`src/rtl/traffic_pkg.sv`:
```
// Mode-select encoding and selector FSM state type, shared with the light controller.
package traffic_pkg;

   localparam logic [1:0] SEL_NORMAL = 2'b00;
   localparam logic [1:0] SEL_FAV_A  = 2'b01;
   localparam logic [1:0] SEL_FAV_B  = 2'b10;

   typedef enum logic [1:0] {
      STABLE,
      PENDING,
      MANUAL
   } tMODE_STATE;

   // The unused code 11 must never reach the light controller.
   function automatic logic [1:0] legal_sel(input logic [1:0] sel);
      return (sel == 2'b11) ? SEL_NORMAL : sel;
   endfunction

endpackage

```
`src/rtl/det_sync_edge.sv`:
```
// Brings a raw asynchronous detector level into the clk domain and emits
// a one-clock pulse per rising edge of the synchronized level.
module det_sync_edge (
   input  logic clk,
   input  logic reset_n,
   input  logic det_in,
   output logic pulse_out
);

   logic sync1_q;
   logic sync2_q;
   logic prev_q;

   // NOTE: non-blocking assignments make the three flops a true shift chain;
   // blocking ones would collapse it into a single register.
   always_ff @(posedge clk) begin
      if (!reset_n) begin
         sync1_q <= 1'b0;
         sync2_q <= 1'b0;
         prev_q  <= 1'b0;
      end else begin
         sync1_q <= det_in;
         sync2_q <= sync1_q;
         prev_q  <= sync2_q;
      end
   end

   // prev_q clears on reset, so a level already high at release reads as one edge.
   assign pulse_out = sync2_q & ~prev_q;

endmodule

```
`src/rtl/traffic_mode_sel.sv`:
```
// Timing-mode selector: counts vehicles per signal cycle on two approaches and
// picks the light controller's mode at each cycle boundary, with hysteresis.
module traffic_mode_sel
   import traffic_pkg::*;
#(
   parameter int CNT_W        = 8,
   parameter int DIFF_TH      = 4,
   parameter int HOLD_WINDOWS = 2
) (
   input  logic             clk,
   input  logic             reset_n,
   input  logic             det_a_in,
   input  logic             det_b_in,
   input  logic             cycle_end_in,
   input  logic             man_en_in,
   input  logic [1:0]       man_sel_in,
   output logic [1:0]       sel_out,
   output logic [CNT_W-1:0] cnt_a_out,
   output logic [CNT_W-1:0] cnt_b_out,
   output logic             sel_chg_out
);

   localparam logic [CNT_W-1:0]      CNT_MAX = '1;
   localparam logic signed [CNT_W:0] TH      = (CNT_W+1)'(DIFF_TH);
   localparam logic [3:0]            HOLD    = 4'(HOLD_WINDOWS);

   logic                     edge_a;
   logic                     edge_b;
   logic [CNT_W-1:0]         live_a_q;
   logic [CNT_W-1:0]         live_b_q;
   logic [CNT_W-1:0]         cnt_a_q;
   logic [CNT_W-1:0]         cnt_b_q;
   logic                     end_q;
   logic                     eval_q;
   logic signed [CNT_W:0]    diff_ab;
   logic signed [CNT_W:0]    diff_ba;
   logic [1:0]               cand;
   logic [1:0]               cand_q;

   tMODE_STATE               state_q;
   tMODE_STATE               state_d;
   logic [1:0]               sel_q;
   logic [1:0]               sel_d;
   logic [1:0]               pend_q;
   logic [1:0]               pend_d;
   logic [3:0]               agree_q;
   logic [3:0]               agree_d;
   logic                     chg_q;
   logic                     chg_d;

   det_sync_edge u_det_a (
      .clk       (clk),
      .reset_n   (reset_n),
      .det_in    (det_a_in),
      .pulse_out (edge_a)
   );

   det_sync_edge u_det_b (
      .clk       (clk),
      .reset_n   (reset_n),
      .det_in    (det_b_in),
      .pulse_out (edge_b)
   );

   // An edge arriving with the strobe opens the new window rather than closing the old one.
   function automatic logic [CNT_W-1:0] count_next(input logic [CNT_W-1:0] live,
                                                   input logic             hit,
                                                   input logic             restart);
      if (restart)
         return CNT_W'(hit);
      if (hit && (live != CNT_MAX))
         return live + CNT_W'(1);
      return live;
   endfunction

   always_ff @(posedge clk) begin
      if (!reset_n) begin
         live_a_q <= '0;
         live_b_q <= '0;
         cnt_a_q  <= '0;
         cnt_b_q  <= '0;
         end_q    <= 1'b0;
         eval_q   <= 1'b0;
         cand_q   <= SEL_NORMAL;
      end else begin
         live_a_q <= count_next(live_a_q, edge_a, cycle_end_in);
         live_b_q <= count_next(live_b_q, edge_b, cycle_end_in);
         if (cycle_end_in) begin
            cnt_a_q <= live_a_q;
            cnt_b_q <= live_b_q;
         end
         end_q  <= cycle_end_in;
         eval_q <= end_q;
         cand_q <= cand;
      end
   end

   // One extra bit keeps both differences exact for any pair of saturated counts.
   always_comb begin
      diff_ab = $signed({1'b0, cnt_a_q}) - $signed({1'b0, cnt_b_q});
      diff_ba = $signed({1'b0, cnt_b_q}) - $signed({1'b0, cnt_a_q});
      cand    = SEL_NORMAL;
      if (diff_ab >= TH)
         cand = SEL_FAV_A;
      else if (diff_ba >= TH)
         cand = SEL_FAV_B;
   end

   always_ff @(posedge clk) begin
      if (!reset_n) begin
         state_q <= STABLE;
         sel_q   <= SEL_NORMAL;
         pend_q  <= SEL_NORMAL;
         agree_q <= '0;
         chg_q   <= 1'b0;
      end else begin
         state_q <= state_d;
         sel_q   <= sel_d;
         pend_q  <= pend_d;
         agree_q <= agree_d;
         chg_q   <= chg_d;
      end
   end

   // NOTE: every output of this block gets a default first, so no path leaves
   // a variable unassigned and no latch is inferred.
   always_comb begin
      state_d = state_q;
      sel_d   = sel_q;
      pend_d  = pend_q;
      agree_d = agree_q;
      chg_d   = 1'b0;
      if (eval_q) begin
         if (man_en_in) begin
            state_d = MANUAL;
            sel_d   = legal_sel(man_sel_in);
            pend_d  = SEL_NORMAL;
            agree_d = '0;
            chg_d   = (sel_d != sel_q);
         end else if (state_q == PENDING) begin
            if (cand_q == pend_q) begin
               agree_d = agree_q + 4'd1;
               if (agree_d >= HOLD) begin
                  sel_d   = pend_q;
                  chg_d   = 1'b1;
                  agree_d = '0;
                  state_d = STABLE;
               end
            end else if (cand_q == sel_q) begin
               agree_d = '0;
               state_d = STABLE;
            end else begin
               pend_d  = cand_q;
               agree_d = 4'd1;
            end
         end else begin
            // STABLE, or leaving MANUAL: both judge the candidate from scratch.
            state_d = STABLE;
            if (cand_q != sel_q) begin
               if (HOLD == 4'd1) begin
                  sel_d = cand_q;
                  chg_d = 1'b1;
               end else begin
                  pend_d  = cand_q;
                  agree_d = 4'd1;
                  state_d = PENDING;
               end
            end
         end
      end
   end

   assign sel_out     = sel_q;
   assign sel_chg_out = chg_q;
   assign cnt_a_out   = cnt_a_q;
   assign cnt_b_out   = cnt_b_q;

endmodule
```
`config.mk`:
```
export PLATFORM = sky130hd
export DESIGN_NAME = traffic_mode_sel
export DESIGN_NICKNAME = d
export VERILOG_FILES = /design/src/rtl/traffic_pkg.sv /design/src/rtl/det_sync_edge.sv /design/src/rtl/traffic_mode_sel.sv
export SDC_FILE = /design/constraint.sdc
export NUM_CORES = 1
export LEC_CHECK = 0
export CAP_MARGIN = 20
export CELL_PAD_IN_SITES_DETAIL_PLACEMENT = 1
export CELL_PAD_IN_SITES_GLOBAL_PLACEMENT = 1
export CORE_MARGIN = 2
export CORE_UTILIZATION = 35
export DETAILED_ROUTE_END_ITERATION = 10
export PLACE_DENSITY_LB_ADDON = 0.1
export SYNTH_ARGS = -nofsm -noshare
export SYNTH_HDL_FRONTEND = slang
export SYNTH_SLANG_ARGS = --single-unit
```
`constraint.sdc`:
```
create_clock -name clk -period 3.8 [get_ports clk]
set_input_delay 0.95 -clock clk [delete_from_list [all_inputs] [get_ports clk]]
set_output_delay 0.95 -clock clk [all_outputs]
set_load 0.005 [all_outputs]
```
==> results.py <==
metrics = {
    "synth": {
        "synthDistinctLibCells": 51,
        "cell_area_after_technology_mapping_mm2": 0.00287,
        "ys_ff_latch": 53,
        "yosys.cell_count.top_type": "sky130_fd_sc_hd__dfxtp_1",
        "post_synth_inst_count": 329,
        "synth_simple_gate_area_share": 0.213,
        "syn_nets": 358,
        "yosys-mux-area-fraction": 0.0920,
        "synth-async-reset-ratio": 0,
        "yosys.area.top_type": "sky130_fd_sc_hd__dfxtp_1",
        "ys_dominant_reg_cell": "sky130_fd_sc_hd__dfxtp_1",
        "ys_top_cells_by_area": "sky130_fd_sc_hd__dfxtp_1 (37%), sky130_fd_sc_hd__ha_1 (8.7%), sky130_fd_sc_hd__mux2i_1 (8.0%), sky130_fd_sc_hd__nor2_1 (6.0%), sky130_fd_sc_hd__xor2_1 (3.7%)",
        "yosys_warnings": 0,
        "synthXorXnorAreaFrac": 0.0458,
        "ys_top_cells_by_count": "sky130_fd_sc_hd__dfxtp_1 (53), sky130_fd_sc_hd__nor2_1 (46), sky130_fd_sc_hd__inv_1 (24)",
        "synth-edff-count": 0,
        "synth.top_cell.area_share": 0.370,
        "syn_avg_cell_area_um2": 8.72,
        "synth_fa_ha_area_frac": 0.0942,
        "synth_sequential_area_ratio": 0.370,
        "dominant_combinational_cell_family_by_area_after_synthesis": "simple AND/OR/NAND/NOR gates",
        "synth_compound_area_frac": 0.133,
    },
    "place": {
        "gp_congestion": 0.833,
        "detailed_place_hpwl_um": 5090,
        "placement.io_buffers": 26,
        "numPlacedInstances": 449,
    },
    "die": {
        "design.die.area_mm2": 0.00894,
        "rows": 33,
        "coreArea_mm2": 0.00809,
        "die_x_um": 94.6,
        "fp.dieH_um": 94.6,
        "num_io_pins": 27,
        "floorplan.initialDensity": 0.355,
    },
    "cts": {
        "post_cts_resize_count": 0,
        "htree_num_levels": 2,
        "number_of_buffers_created_by_cts": 5,
        "clock_tree.buffer_depth": 2,
        "worst_setup_hold_path_clk_slew_ns": 0.10,
        "worst_skew_pair.late_latency_ns": 0.31,
        "clock_tree_from_tritoncts": "done",
        "holdBufCountCts": 0,
        "cts.sinks": 53,
        "cts-root-buf": "sky130_fd_sc_hd__clkbuf_8",
        "cts.repair_timing.setup_buffer_count": 0,
    },
    "grt": {
        "overflow": 0,
        "grt_usage": 0.159,
        "antenna_found_initial": 0,
        "first_global_vias": 2277,
        "grt_max_degree": 26,
        "wire_length_of_the_first_global_routing_pass_um": 11100,
    },
    "sta": {
        "final_critical_delay_including_setup_and_external_delays_ns": 2.45,
        "worst_slew_pin_slew_ns": 0.606,
        "setup_violations": 0,
        "post-route-period-util": 0.644,
        "unrepaired_setup_endpoints_after_global_routing": "false",
        "drv_slew": 0,
        "skew_ns": 0.00702,
        "maxClockFrequency_ghz": 0.409,
        "report.final.hold_viol_count": 0,
        "final.setup.tns_ns": 0,
        "max_slew_headroom_at_the_worst_pin": 0.591,
    },
    "power_and_ir_drop": {
        "max-vdd-ir-drop_mv": 0.201,
        "cellPowerDensity_mw_per_mm2": 288,
        "total_leakage_power_nw": 1.29,
    },
    "route": {
        "detailroute.via_count": 2291,
        "remaining_drc_errors": 0,
        "drtIter0Drc": 66,
        "detailedRoute.firstPassIterationCount": 4,
        "wl_per_cell_um": 14.4,
        "routed_wire_length_um": 6560,
        "vias_per_cell": 5.01,
        "antenna_violating_nets_post_route": 0,
    },
    "hold_path": {
        "worstHoldPathType": "reg -> reg",
    },
    "critical_path": {
        "worst_stage_delay_on_the_critical_path_ns": 0.42,
        "timing.critical_path.fanout_max": 4,
        "critical_path_arrival_ns": 2.68,
        "setup.worst_path.start_class": "flip-flop",
        "worst_setup_path_end_kind": "flip-flop",
        "critical_path_required_ns": 4.04,
        "critPathKind": "reg -> reg",
        "crit_path_cell_trace": "inv_1 -> ha_1 -> fa_1 -> and2b_1 -> o21ai_1 -> a2bb2o_1 -> nor4_1 -> a31oi_1 -> nor3_1",
        "cp_slowest_cell": "sky130_fd_sc_hd__dfxtp_1",
    },
    "layout": {
        "multiInputGateArea_mm2": 0.00166,
        "final_cells": 457,
        "drive_gt1_frac": 0.0540,
        "area_growth_syn_to_layout_pct": 15.3,
        "diodes": 0,
        "final.fill_count": 995,
        "num-nets-final": 380,
        "area_occupied_by_registers_mm2": 0.00106,
    },
    "run_status": {
        "run_status": "complete, no violations",
    },
    "flow_run": {
        "drv.max_cap_violation_count": 0,
    },
}
cell type report:
cell class | count | area share
tap | 105 | 0.0397
sequential | 53 | 0.321
multi-input combinational | 237 | 0.501
inverter | 26 | 0.0295
clock buffer | 6 | 0.0219
clock inverter | 2 | 0.00416
timing repair buffer | 28 | 0.0832
layer usage:
layer  GRT usage  vias to the layer above  part of all wire
met5           0                        -                 0
met4      0.0435                        0             0.011
met3      0.0303                        5             0.026
met2       0.251                       24              0.47
met1       0.221                     1097              0.49
li1            -                     1165                 -
metrics by stage:
step,setup slack [ns],power (mW),hold WS [ns],utilization,instance area (µm²)
floorplan,1.67,0.627,0.412,-,2870
global placement,1.24,0.649,0.417,0.398,3220
detailed placement,1.20,0.650,0.421,0.398,3220
CTS,1.30,0.972,0.445,0.409,3310
global route,1.16,1.00,0.454,0.409,3310
finish,1.35,0.954,0.439,0.409,3310
report_power, final:
part           leakage (nW)  internal (mW)  switching [mW]
Combinational         0.820         0.0311          0.0347
Clock                0.0456          0.132           0.187
Sequential            0.429          0.563         0.00710
kinds of logic (layout without fill, tap and decap cells):
family	after synthesis	count (layout)
buffers and inverters	39	62
AOI/OAI and AO/OA	54	54
muxes	26	26
adders and majority gates	21	21
DFF	53	53
xor gates and xnor gates	15	15
and+or+nand+nor	121	121
layout by cell type, fill, tap and decap left out, types with 9 or more instances in the layout:
cell type	n
sky130_fd_sc_hd__a21oi_1	16
sky130_fd_sc_hd__nand2b_1	9
sky130_fd_sc_hd__and2_1	9
sky130_fd_sc_hd__dfxtp_1	53
sky130_fd_sc_hd__inv_1	24
sky130_fd_sc_hd__nor2_1	46
sky130_fd_sc_hd__ha_1	20
sky130_fd_sc_hd__mux2i_1	23
sky130_fd_sc_hd__clkdlybuf4s50_1	26
sky130_fd_sc_hd__nand2_1	17
sky130_fd_sc_hd__xor2_1	12
sequential cells by signal, indices dropped and copies added (netlist names), 2 cells and up:
| register | count |
|---|---|
| sel_out | 2 |
| state_q | 2 |
| cnt_a_out | 8 |
| cand_q | 2 |
| agree_q | 4 |
| live_a_q | 8 |
| pend_q | 2 |
| cnt_b_out | 8 |
| live_b_q | 8 |
critical path, delay by kind of cell, from the launching register on:
kind | cells | cell delay [ns]
and+or+nand+nor | 3 | 0.74
adders and majority gates | 2 | 0.62
AOI/OAI and AO/OA | 3 | 0.52
DFF | 1 | 0.42
buffers and inverters | 1 | 0.07
final timing paths:
path | cells after the start | from | endpoint | slack, ns
worst max-delay path | 9 | cnt_a_out[0] | cand_q[1] | 1.35
worst min-delay path | 1 | u_det_a.sync1_q | u_det_a.sync2_q | 0.44
worst min register to register | 1 | u_det_a.sync1_q | u_det_a.sync2_q | 0.44
worst max register to register | 9 | cnt_a_out[0] | cand_q[1] | 1.35
Note: power is estimated with default switching activity, not from simulation.
